--- src/rtl/sram16_pkg.sv ---
// Shared types and constants for the 16-bit asynchronous SRAM controller.
package sram16_pkg;
  typedef logic [1:0] fsm_t;

  localparam logic SIZ_BYTE = 1'b0;
  localparam logic SIZ_HALF = 1'b1;
  localparam int   CNT_W    = 4;
endpackage

--- src/rtl/sram16_ctrl_if.sv ---
// 16-bit slave bus from the width bridge; master drives requests, slave acks.
interface sram16_ctrl_if;
  logic [63:0] s_adr_i;
  logic        s_cyc_i;
  logic        s_stb_i;
  logic        s_we_i;
  logic        s_siz_i;
  logic        s_signed_i;
  logic [15:0] s_dat_i;
  logic        s_ack_o;
  logic [15:0] s_dat_o;

  modport master (output s_adr_i, s_cyc_i, s_stb_i, s_we_i, s_siz_i, s_signed_i, s_dat_i,
                  input  s_ack_o, s_dat_o);
  modport slave  (input  s_adr_i, s_cyc_i, s_stb_i, s_we_i, s_siz_i, s_signed_i, s_dat_i,
                  output s_ack_o, s_dat_o);
endinterface

--- src/rtl/sram16_lanes.sv ---
// Byte-lane decode plus write/read data steering; byte data is right-justified on the bus.
module sram16_lanes
  import sram16_pkg::*;
(
  input  logic        siz,
  input  logic        a0,
  input  logic [15:0] wdat,
  input  logic [15:0] rdat_sram,
  output logic        ub_en,
  output logic        lb_en,
  output logic [15:0] wdat_sram,
  output logic [15:0] rdat_bus
);
  always_comb begin
    ub_en     = (siz == SIZ_HALF) || a0;
    lb_en     = (siz == SIZ_HALF) || !a0;
    wdat_sram = (siz == SIZ_HALF) ? wdat : {wdat[7:0], wdat[7:0]};
    if (siz == SIZ_HALF) rdat_bus = rdat_sram;
    else if (a0)         rdat_bus = {8'h00, rdat_sram[15:8]};
    else                 rdat_bus = {8'h00, rdat_sram[7:0]};
  end
endmodule

--- src/rtl/sram16_ctrl.sv ---
// Bus-to-async-SRAM controller with WAIT_STATES extra access cycles.
// Optional write protect input enabled by SRAM16_CTRL_WRITE_PROTECT_EN.
module sram16_ctrl
  import sram16_pkg::*;
#(
  parameter int ADDR_WIDTH  = 20,
  parameter int WAIT_STATES = 2
) (
  input  logic                  clk_i,
  input  logic                  reset_i,
`ifdef SRAM16_CTRL_WRITE_PROTECT_EN
  input  logic                  wp_i,
`endif
  sram16_ctrl_if.slave          bus,
  output logic [ADDR_WIDTH-1:0] sram_adr_o,
  input  logic [15:0]           sram_dat_i,
  output logic [15:0]           sram_dat_o,
  output logic                  sram_dat_oe_o,
  output logic                  sram_ce_n_o,
  output logic                  sram_oe_n_o,
  output logic                  sram_we_n_o,
  output logic                  sram_ub_n_o,
  output logic                  sram_lb_n_o
);
  localparam logic [1:0] S_IDLE    = 2'd0;
  localparam logic [1:0] S_ACCESS  = 2'd1;
  localparam logic [1:0] S_RECOVER = 2'd2;
  localparam logic [1:0] S_ACK     = 2'd3;

  fsm_t             state, nxt;
  logic [CNT_W-1:0] cnt;
  logic             r_we, r_siz, r_a0, r_abort;
  logic             n_we, n_siz, n_a0;
  logic             req, wp_hit, active;
  logic             ub_en, lb_en;
  logic [15:0]      wdat_sram, rdat_bus;
  logic             unused_bits;

  assign unused_bits = ^{bus.s_adr_i[63:ADDR_WIDTH+1], bus.s_signed_i};

`ifdef SRAM16_CTRL_WRITE_PROTECT_EN
  assign wp_hit = wp_i;
`else
  assign wp_hit = 1'b0;
`endif

  assign req = bus.s_cyc_i && bus.s_stb_i;

  // In IDLE the live request drives decode so strobes register on the accept edge.
  assign n_we  = (state == S_IDLE) ? bus.s_we_i     : r_we;
  assign n_siz = (state == S_IDLE) ? bus.s_siz_i    : r_siz;
  assign n_a0  = (state == S_IDLE) ? bus.s_adr_i[0] : r_a0;

  sram16_lanes u_lanes (
    .siz       (n_siz),
    .a0        (n_a0),
    .wdat      (bus.s_dat_i),
    .rdat_sram (sram_dat_i),
    .ub_en     (ub_en),
    .lb_en     (lb_en),
    .wdat_sram (wdat_sram),
    .rdat_bus  (rdat_bus)
  );

  always_comb begin
    nxt = state;
    case (state)
      S_IDLE:    if (req) nxt = (wp_hit && bus.s_we_i) ? S_ACK : S_ACCESS;
      S_ACCESS: begin
        if (!bus.s_cyc_i)   nxt = r_we ? S_RECOVER : S_IDLE;
        else if (cnt == '0) nxt = r_we ? S_RECOVER : S_ACK;
      end
      S_RECOVER: nxt = r_abort ? S_IDLE : S_ACK;
      default:   nxt = S_IDLE;
    endcase
  end

  assign active = (nxt == S_ACCESS) || (nxt == S_RECOVER);

  always_ff @(posedge clk_i) begin
    if (reset_i) begin
      state         <= S_IDLE;
      cnt           <= '0;
      r_we          <= 1'b0;
      r_siz         <= 1'b0;
      r_a0          <= 1'b0;
      r_abort       <= 1'b0;
      bus.s_ack_o   <= 1'b0;
      bus.s_dat_o   <= '0;
      sram_adr_o    <= '0;
      sram_dat_o    <= '0;
      sram_dat_oe_o <= 1'b0;
      sram_ce_n_o   <= 1'b1;
      sram_oe_n_o   <= 1'b1;
      sram_we_n_o   <= 1'b1;
      sram_ub_n_o   <= 1'b1;
      sram_lb_n_o   <= 1'b1;
    end else begin
      state       <= nxt;
      bus.s_ack_o <= (state == S_ACK);
      if (state == S_IDLE && req) begin
        r_we       <= bus.s_we_i;
        r_siz      <= bus.s_siz_i;
        r_a0       <= bus.s_adr_i[0];
        r_abort    <= 1'b0;
        cnt        <= CNT_W'(WAIT_STATES);
        sram_adr_o <= bus.s_adr_i[ADDR_WIDTH:1];
        sram_dat_o <= wdat_sram;
      end
      if (state == S_ACCESS) begin
        if (cnt != '0) cnt <= cnt - CNT_W'(1);
        if (!bus.s_cyc_i) r_abort <= 1'b1;
        else if (cnt == '0 && !r_we) bus.s_dat_o <= rdat_bus;
      end
      // Strobes follow the next state so they are valid for the whole cycle spent there.
      sram_ce_n_o   <= !active;
      sram_oe_n_o   <= !((nxt == S_ACCESS) && !n_we);
      sram_we_n_o   <= !((nxt == S_ACCESS) && n_we);
      sram_dat_oe_o <= active && n_we;
      sram_ub_n_o   <= !(active && ub_en);
      sram_lb_n_o   <= !(active && lb_en);
    end
  end
endmodule

--- src/flat_wrapper.sv ---
// flat-port wrapper written by rule: the top's interface ports become plain ports
module sram16_ctrl_flat import sram16_pkg::*;
#(
  parameter int ADDR_WIDTH  = 20,
  parameter int WAIT_STATES = 2
)
  (clk_i, reset_i, sram_adr_o, sram_dat_i, sram_dat_o, sram_dat_oe_o, sram_ce_n_o, sram_oe_n_o, sram_we_n_o, sram_ub_n_o, sram_lb_n_o, bus_s_adr_i, bus_s_cyc_i, bus_s_stb_i, bus_s_we_i, bus_s_siz_i, bus_s_signed_i, bus_s_dat_i, bus_s_ack_o, bus_s_dat_o);
  sram16_ctrl_if bus_i ();
  input  logic clk_i;
  input  logic reset_i;
  output logic [ADDR_WIDTH-1:0] sram_adr_o;
  input  logic [15:0] sram_dat_i;
  output logic [15:0] sram_dat_o;
  output logic sram_dat_oe_o;
  output logic sram_ce_n_o;
  output logic sram_oe_n_o;
  output logic sram_we_n_o;
  output logic sram_ub_n_o;
  output logic sram_lb_n_o;
  input wire logic [$bits(bus_i.s_adr_i)-1:0] bus_s_adr_i;
  input wire logic [$bits(bus_i.s_cyc_i)-1:0] bus_s_cyc_i;
  input wire logic [$bits(bus_i.s_stb_i)-1:0] bus_s_stb_i;
  input wire logic [$bits(bus_i.s_we_i)-1:0] bus_s_we_i;
  input wire logic [$bits(bus_i.s_siz_i)-1:0] bus_s_siz_i;
  input wire logic [$bits(bus_i.s_signed_i)-1:0] bus_s_signed_i;
  input wire logic [$bits(bus_i.s_dat_i)-1:0] bus_s_dat_i;
  output wire logic [$bits(bus_i.s_ack_o)-1:0] bus_s_ack_o;
  output wire logic [$bits(bus_i.s_dat_o)-1:0] bus_s_dat_o;
  assign bus_i.s_adr_i = bus_s_adr_i;
  assign bus_i.s_cyc_i = bus_s_cyc_i;
  assign bus_i.s_stb_i = bus_s_stb_i;
  assign bus_i.s_we_i = bus_s_we_i;
  assign bus_i.s_siz_i = bus_s_siz_i;
  assign bus_i.s_signed_i = bus_s_signed_i;
  assign bus_i.s_dat_i = bus_s_dat_i;
  assign bus_s_ack_o = bus_i.s_ack_o;
  assign bus_s_dat_o = bus_i.s_dat_o;
  sram16_ctrl #(.ADDR_WIDTH(ADDR_WIDTH), .WAIT_STATES(WAIT_STATES)) u_core (.clk_i(clk_i), .reset_i(reset_i), .bus(bus_i), .sram_adr_o(sram_adr_o), .sram_dat_i(sram_dat_i), .sram_dat_o(sram_dat_o), .sram_dat_oe_o(sram_dat_oe_o), .sram_ce_n_o(sram_ce_n_o), .sram_oe_n_o(sram_oe_n_o), .sram_we_n_o(sram_we_n_o), .sram_ub_n_o(sram_ub_n_o), .sram_lb_n_o(sram_lb_n_o));
endmodule
--- config.mk ---
export PLATFORM = sky130hd
export DESIGN_NAME = sram16_ctrl_flat
export DESIGN_NICKNAME = d
export VERILOG_FILES = /design/src/rtl/sram16_pkg.sv /design/src/rtl/sram16_ctrl_if.sv /design/src/rtl/sram16_lanes.sv /design/src/rtl/sram16_ctrl.sv /design/src/flat_wrapper.sv
export SDC_FILE = /design/constraint.sdc
export NUM_CORES = 1
export LEC_CHECK = 0
export CAP_MARGIN = 0
export CORE_UTILIZATION = 30
export CTS_CLUSTER_DIAMETER = 200
export DETAILED_ROUTE_END_ITERATION = 7
export PLACE_DENSITY = 0.67
export SLEW_MARGIN = 20
export SYNTH_ARGS = -nofsm -noshare
export SYNTH_HDL_FRONTEND = slang
export SYNTH_SLANG_ARGS = --single-unit
--- constraint.sdc ---
create_clock -name clk_i -period 5.3 [get_ports clk_i]
set_input_delay 1.06 -clock clk_i [delete_from_list [all_inputs] [get_ports clk_i]]
set_output_delay 1.06 -clock clk_i [all_outputs]
set_load 0.01 [all_outputs]
* Word-level counts from Yosys, hierarchy flattened *
Cells that the tools add are included.

word-level totals
  register bits after elaboration = 69
  output and inout bits = 59
  word-level logic and storage cells = 64

operators by class
  add/subtract/negate cells = 1
  eq/ne operators = 5
  muxes and demuxes = 19
  reductions and logical operators = 23

operator list
  operator               count
  $mux W16               2
  $mux W4                3
  $mux W2                5
  $logic_and A1 B1 Y1    8
  $logic_not A1 Y1       8
  $mux W8                1
  $mux W1                7
  $eq A2 B2 Y1 const B   3
  $pmux W2 S3            1
  $eq A2 B1 Y1 const B   2
  $logic_not A4 Y1       1
  $reduce_bool A4 Y1     1
  $sub A4 B1 Y4 const B  1
  $logic_or A1 B1 Y1     3
  $reduce_and A3 Y1      1
  $logic_not A2 Y1       1

* Depth between registers and ports, before layout *
  depth after elaboration = 8
  mapped depth = 9
  gate-level depth less buffers = 9

* Hierarchy *
From an unflattened synthesis, not the netlist that was laid out.

unflattened totals
  cells, all modules = 339
  area total of the unflattened synthesis = 3046.7 um2

by module, submodules not included
  module        instances  cells each  area an instance (um2)  seq. area each (um2)
  sram16_ctrl   1          302         2680.1                  1381.3
  sram16_lanes  1          37          366.6                   0.0

* Worst setup path before layout *
Ideal clock, no wire load.

  path kind = input port to flip-flop
  from = input bus_s_cyc_i
  to = register u_core.sram_ub_n_o
  library setup time = 0.142 ns
  data arrival time = 2.259 ns
  path slack = 2.899 ns
  stages on the path = 6
  path through = and4bb_2 -> buf_2 -> a311o_1 -> ha_1 -> nor2_1 -> o311ai_0

between the ends
  cells in the longest elaborated chain, start to end = 7

RTL lines
  item                                          RTL line            text
  start, declared                               flat_wrapper.sv:21  input wire logic [$bits(bus_i.s_cyc_i)-1:0] bus_s_cyc_i;
  $logic_and A1 B1 Y1                           sram16_ctrl.sv:47   assign req = bus.s_cyc_i && bus.s_stb_i;
  $mux W2                                       sram16_ctrl.sv:68   S_IDLE: if (req) nxt = (wp_hit && bus.s_we_i) ? S_ACK : S_ACCESS;
  $pmux W2 S3 (*)                               sram16_ctrl.sv:67   case (state)
  net u_core.nxt[0]                             sram16_ctrl.sv:30   fsm_t state, nxt;
  $eq A2 B1 Y1 or $eq A2 B2 Y1 (tied branches)  sram16_ctrl.sv:78   assign active = (nxt == S_ACCESS) || (nxt == S_RECOVER);
  $logic_or A1 B1 Y1 (*)                        sram16_ctrl.sv:78
  $logic_and A1 B1 Y1 (*)                       sram16_ctrl.sv:120  sram_ub_n_o <= !(active && ub_en);
  $logic_not A1 Y1 (*)                          sram16_ctrl.sv:120
  end signal, assigned                          sram16_ctrl.sv:120
  end, declared                                 sram16_ctrl.sv:22   output logic sram_ub_n_o,

The timed path passes the listed nets; every way through them passes the cells marked *.
A chain may end at the register's enable or synchronous reset.

* Worst setup path in the final report *
  from = input bus_s_siz_i
  to = register u_core.bus.s_dat_o[7]

between the ends
  cells in the longest elaborated chain, start to end = 2

RTL lines
  item                  RTL line              text
  start, declared       flat_wrapper.sv:24    input wire logic [$bits(bus_i.s_siz_i)-1:0] bus_s_siz_i;
  $mux W1               sram16_ctrl.sv:51     assign n_siz = (state == S_IDLE) ? bus.s_siz_i : r_siz;
  $mux W16              sram16_lanes.sv:18    if (siz == SIZ_HALF) rdat_bus = rdat_sram;
  end signal, assigned  sram16_ctrl.sv:113    else if (cnt == '0 && !r_we) bus.s_dat_o <= rdat_bus;
  end, declared         sram16_ctrl_if.sv:16  output s_ack_o, s_dat_o);

No other way between the ends.

==> impl_metrics.yaml <==
power_and_ir_drop:
  internal_power_uw: 830.5
  seqPwrFrac_pct: 49.2
  overall_power_uw: 1147
  power.density_nw_per_um2: 282.1
  swShare_pct: 27.56
  irDropWorstVdd_mv: 0.1032
  switchingPower_uw: 316.0
  power.share.clock_pct: 32.4
  power.share.combinational_pct: 18.4
  power.static_leakage_uw: 0.001468
cells_and_area:
  share_of_final_layout_standard_cells_stronger_than_drive_strength_1_pct: 6.118
  mostFrequentLayoutCell: "sky130_fd_sc_hd__clkdlybuf4s50_1"
  final_cell_mix: "sky130_fd_sc_hd__clkdlybuf4s50_1 (116), sky130_fd_sc_hd__nand2_1 (75), sky130_fd_sc_hd__dfxtp_1 (69)"
  syn_to_final_growth_pct: 52.06
  antenna_cells: 0
  layout_fillers: 836
  post-route-cell-area_um2: 4064
  multi_input_area_um2: 1177
  seqCellArea_um2: 1381
  final_nets: 525
run_status:
  result_of_the_run: "complete, no violations"
clocking:
  ctsLongestPathBuffers: 2
  holdBufCountCts: 0
  cts_resized: 0
  cts.clk_slew.worst_paths_ps: 80
  root_buffer: "sky130_fd_sc_hd__clkbuf_8"
  cts.repair_timing.setup_buffer_count: 0
  tritoncts_buffer_count: 9
  htree_num_levels: 3
  worstSkewPairLatency_ps: 340
  clock_sink_count: 69
  tritoncts: "done"
global_routing:
  grt-ovfl-total: 0
  global_route_wire_length_before_repair_um: 11290
  grt_pass1_vias: 2407
  grt_usage_pct: 15.92
  grt_antenna_before_repair: 0
  grt_start_max_net_pins: 67
sta:
  hold_violations: 0
  share_of_the_clock_period_used_by_the_worst_path_pct: 56.00
  fmax_mhz: 336.9
  timing_worst_slew_pin_value_ps: 782.1
  final.min_clock_period_ps: 2968
  timing.final.max_slew_violations: 0
  fin_ws_ps: 2332
  setup_total_negative_slack_ps: 0
  maxSlewHeadroom_pct: 47.86
  rsz0062_at_grt: "false"
  setup_viol_count_final: 0
  clock-skew-final_ps: 7.232
worst_setup_path:
  worst-endpoint-required_ps: 5550
  slowest_delay_ps: 760
  critical_path_arrival_ps: 3220
  cp-start-kind: "primary input"
  cp_cell_sequence: "clkdlybuf4s50_1 -> or4b_1 -> o31a_1 -> mux2i_1 -> a211oi_1"
  slowest_stage: "sky130_fd_sc_hd__clkdlybuf4s50_1"
  worst_path_dominant_cell_family: "buffers and inverters"
  crit_buf_inv: 1
  cp-end-kind: "flip-flop"
  timing.setup.critical_path_class: "in2reg"
  path_max_fanout: 12
route:
  detailroute.via_count: 2500
  dr.pass1.iters: 5
  route.detailed.drc: 0
  avgViaCountPerCell: 4.690
  drt-initial-drc-count: 92
  routedWlPerCell_um: 13.16
  route.final.wire_length_um: 7015
  ant_nets: 0
die:
  initial_utilization_pct: 30.80
  row_count: 34
  die_h_um: 96.39
  die-width_um: 96.39
  ios: 162
  core_area_um2: 8678
  die_area_um2: 9290
synth:
  yosysSeqAreaShare_pct: 51.69
  netlist-cell-type-count: 32
  net_count_after_synthesis: 415
  yosys_warnings: 0
  post_synth_instance_area_um2: 2673
  yosys.area.top_type: "sky130_fd_sc_hd__dfxtp_1"
  yosys-top-cells-area: "sky130_fd_sc_hd__dfxtp_1 (52%), sky130_fd_sc_hd__nand2_1 (11%), sky130_fd_sc_hd__a21oi_1 (7.9%)"
  dominantRegCellSynth: "sky130_fd_sc_hd__dfxtp_1"
  netlist_instances: 310
  synth_edf_count: 0
  synth_top_cell_area_share_pct: 51.69
  postSynthRegisterBits: 69
  ys_async_sr_fraction_pct: 0
  postSynthAreaPerCell_um2: 8.621
worst_hold_path:
  worst_hold_path_type: "reg2reg"
placed_design:
  pre_cts_ws_ps: 1897
  dp_hpwl_um: 4681
  routabilityCongestion: 0.7380
  portBuffers: 117
  post_dp_cell_area_um2: 3897
run:
  maxCapViolations: 0
-- layout make-up --
cell class              count  share of cell area, %
well taps                 108                  3.325
clock inverters             7                  1.047
repair buffers            120                  29.25
clock buffers               9                  3.048
flip-flops and latches     69                  33.99
inverters                   4                 0.3695
multi-input cells         216                  28.97
-- cell families (layout without fill, tap and decap cells) --
kind of cell	after synthesis	count (layout)	share of synthesized area [%]
AND/OR/NAND/NOR	129	129	21.02
flip-flops	69	69	51.69
AO/OA/AOI/OAI	64	64	14.14
buffers and inverters	25	140	4.260
multiplexers	21	21	7.959
adder cells (fa/ha/maj)	2	2	0.9362
-- Yosys cell counts (2+ instances only) --
cell                        n
sky130_fd_sc_hd__a21oi_1   42
sky130_fd_sc_hd__nor3_1     2
sky130_fd_sc_hd__a211oi_1  17
sky130_fd_sc_hd__and4bb_2   2
sky130_fd_sc_hd__nand3_1    9
sky130_fd_sc_hd__mux2i_1   19
sky130_fd_sc_hd__ha_1       2
sky130_fd_sc_hd__buf_2      4
sky130_fd_sc_hd__dfxtp_1   69
sky130_fd_sc_hd__nor2_1    30
sky130_fd_sc_hd__clkbuf_1  13
sky130_fd_sc_hd__nand2_1   75
sky130_fd_sc_hd__nor2b_1    2
sky130_fd_sc_hd__inv_1      4
sky130_fd_sc_hd__mux2_2     2
sky130_fd_sc_hd__buf_4      2
-- final timing paths --
kind | cells after the start | end | startpoint | slack (ps)
setup reg to reg | 6 | u_core.sram_ub_n_o | u_core.state[1] | 3120
setup / recovery | 5 | u_core.bus.s_dat_o[7] | bus_s_siz_i | 2330
hold reg to reg | 2 | u_core.bus.s_dat_o[9] | u_core.bus.s_dat_o[9] | 450
hold / removal | 2 | u_core.bus.s_dat_o[9] | u_core.bus.s_dat_o[9] | 450
-- tightest hold or removal path, cell delays in order, from the launching register on --
cell and delay (ps):
sky130_fd_sc_hd__dfxtp_1 310, sky130_fd_sc_hd__nand2_1 50, sky130_fd_sc_hd__a21oi_1 50
-- through the flow --
step / hold WS (ps) / std cells / utilization (%)
after global placement: 438.8 / 517 / 44.91
after CTS: 452.6 / 533 / 46.83
final: 451.1 / 533 / 46.83
after detailed placement: 442.1 / 517 / 44.91
after floorplan: 446.7 / 310 / -
after global routing: 477.8 / 533 / 46.83
-- power groups by stage --
stage / combinational, uW / sequential [uW] / clock [uW]
2_1_floorplan: 89.3 / 586 / 0
3_3_place_gp: 211 / 574 / 0
3_5_place_dp: 213 / 576 / 0
4_1_cts: 214 / 564 / 383
5_1_grt: 234 / 568 / 411
6_report: 211 / 564 / 371
-- flip-flops by register name (all words and copies together) (netlist names) --
name / flops
u_core.sram_oe_n_o: 1
u_core.r_a0: 1
u_core.sram_ce_n_o: 1
u_core.sram_adr_o: 20
u_core.sram_dat_oe_o: 1
u_core.r_abort: 1
u_core.r_siz: 1
u_core.state: 2
u_core.r_we: 1
u_core.bus.s_ack_o: 1
u_core.sram_ub_n_o: 1
u_core.sram_we_n_o: 1
u_core.sram_lb_n_o: 1
u_core.sram_dat_o: 16
u_core.bus.s_dat_o: 16
u_core.cnt: 4
-- layer usage --
layer  wire, um  GRT usage [%]  up-vias
met2       3235          25.12       72
li1           -              -     1270
met5          0              0        -
met4        134          7.721        0
met3        468          4.695       10
met1       3176          19.84     1148
Power figures use the tool's default switching activity.
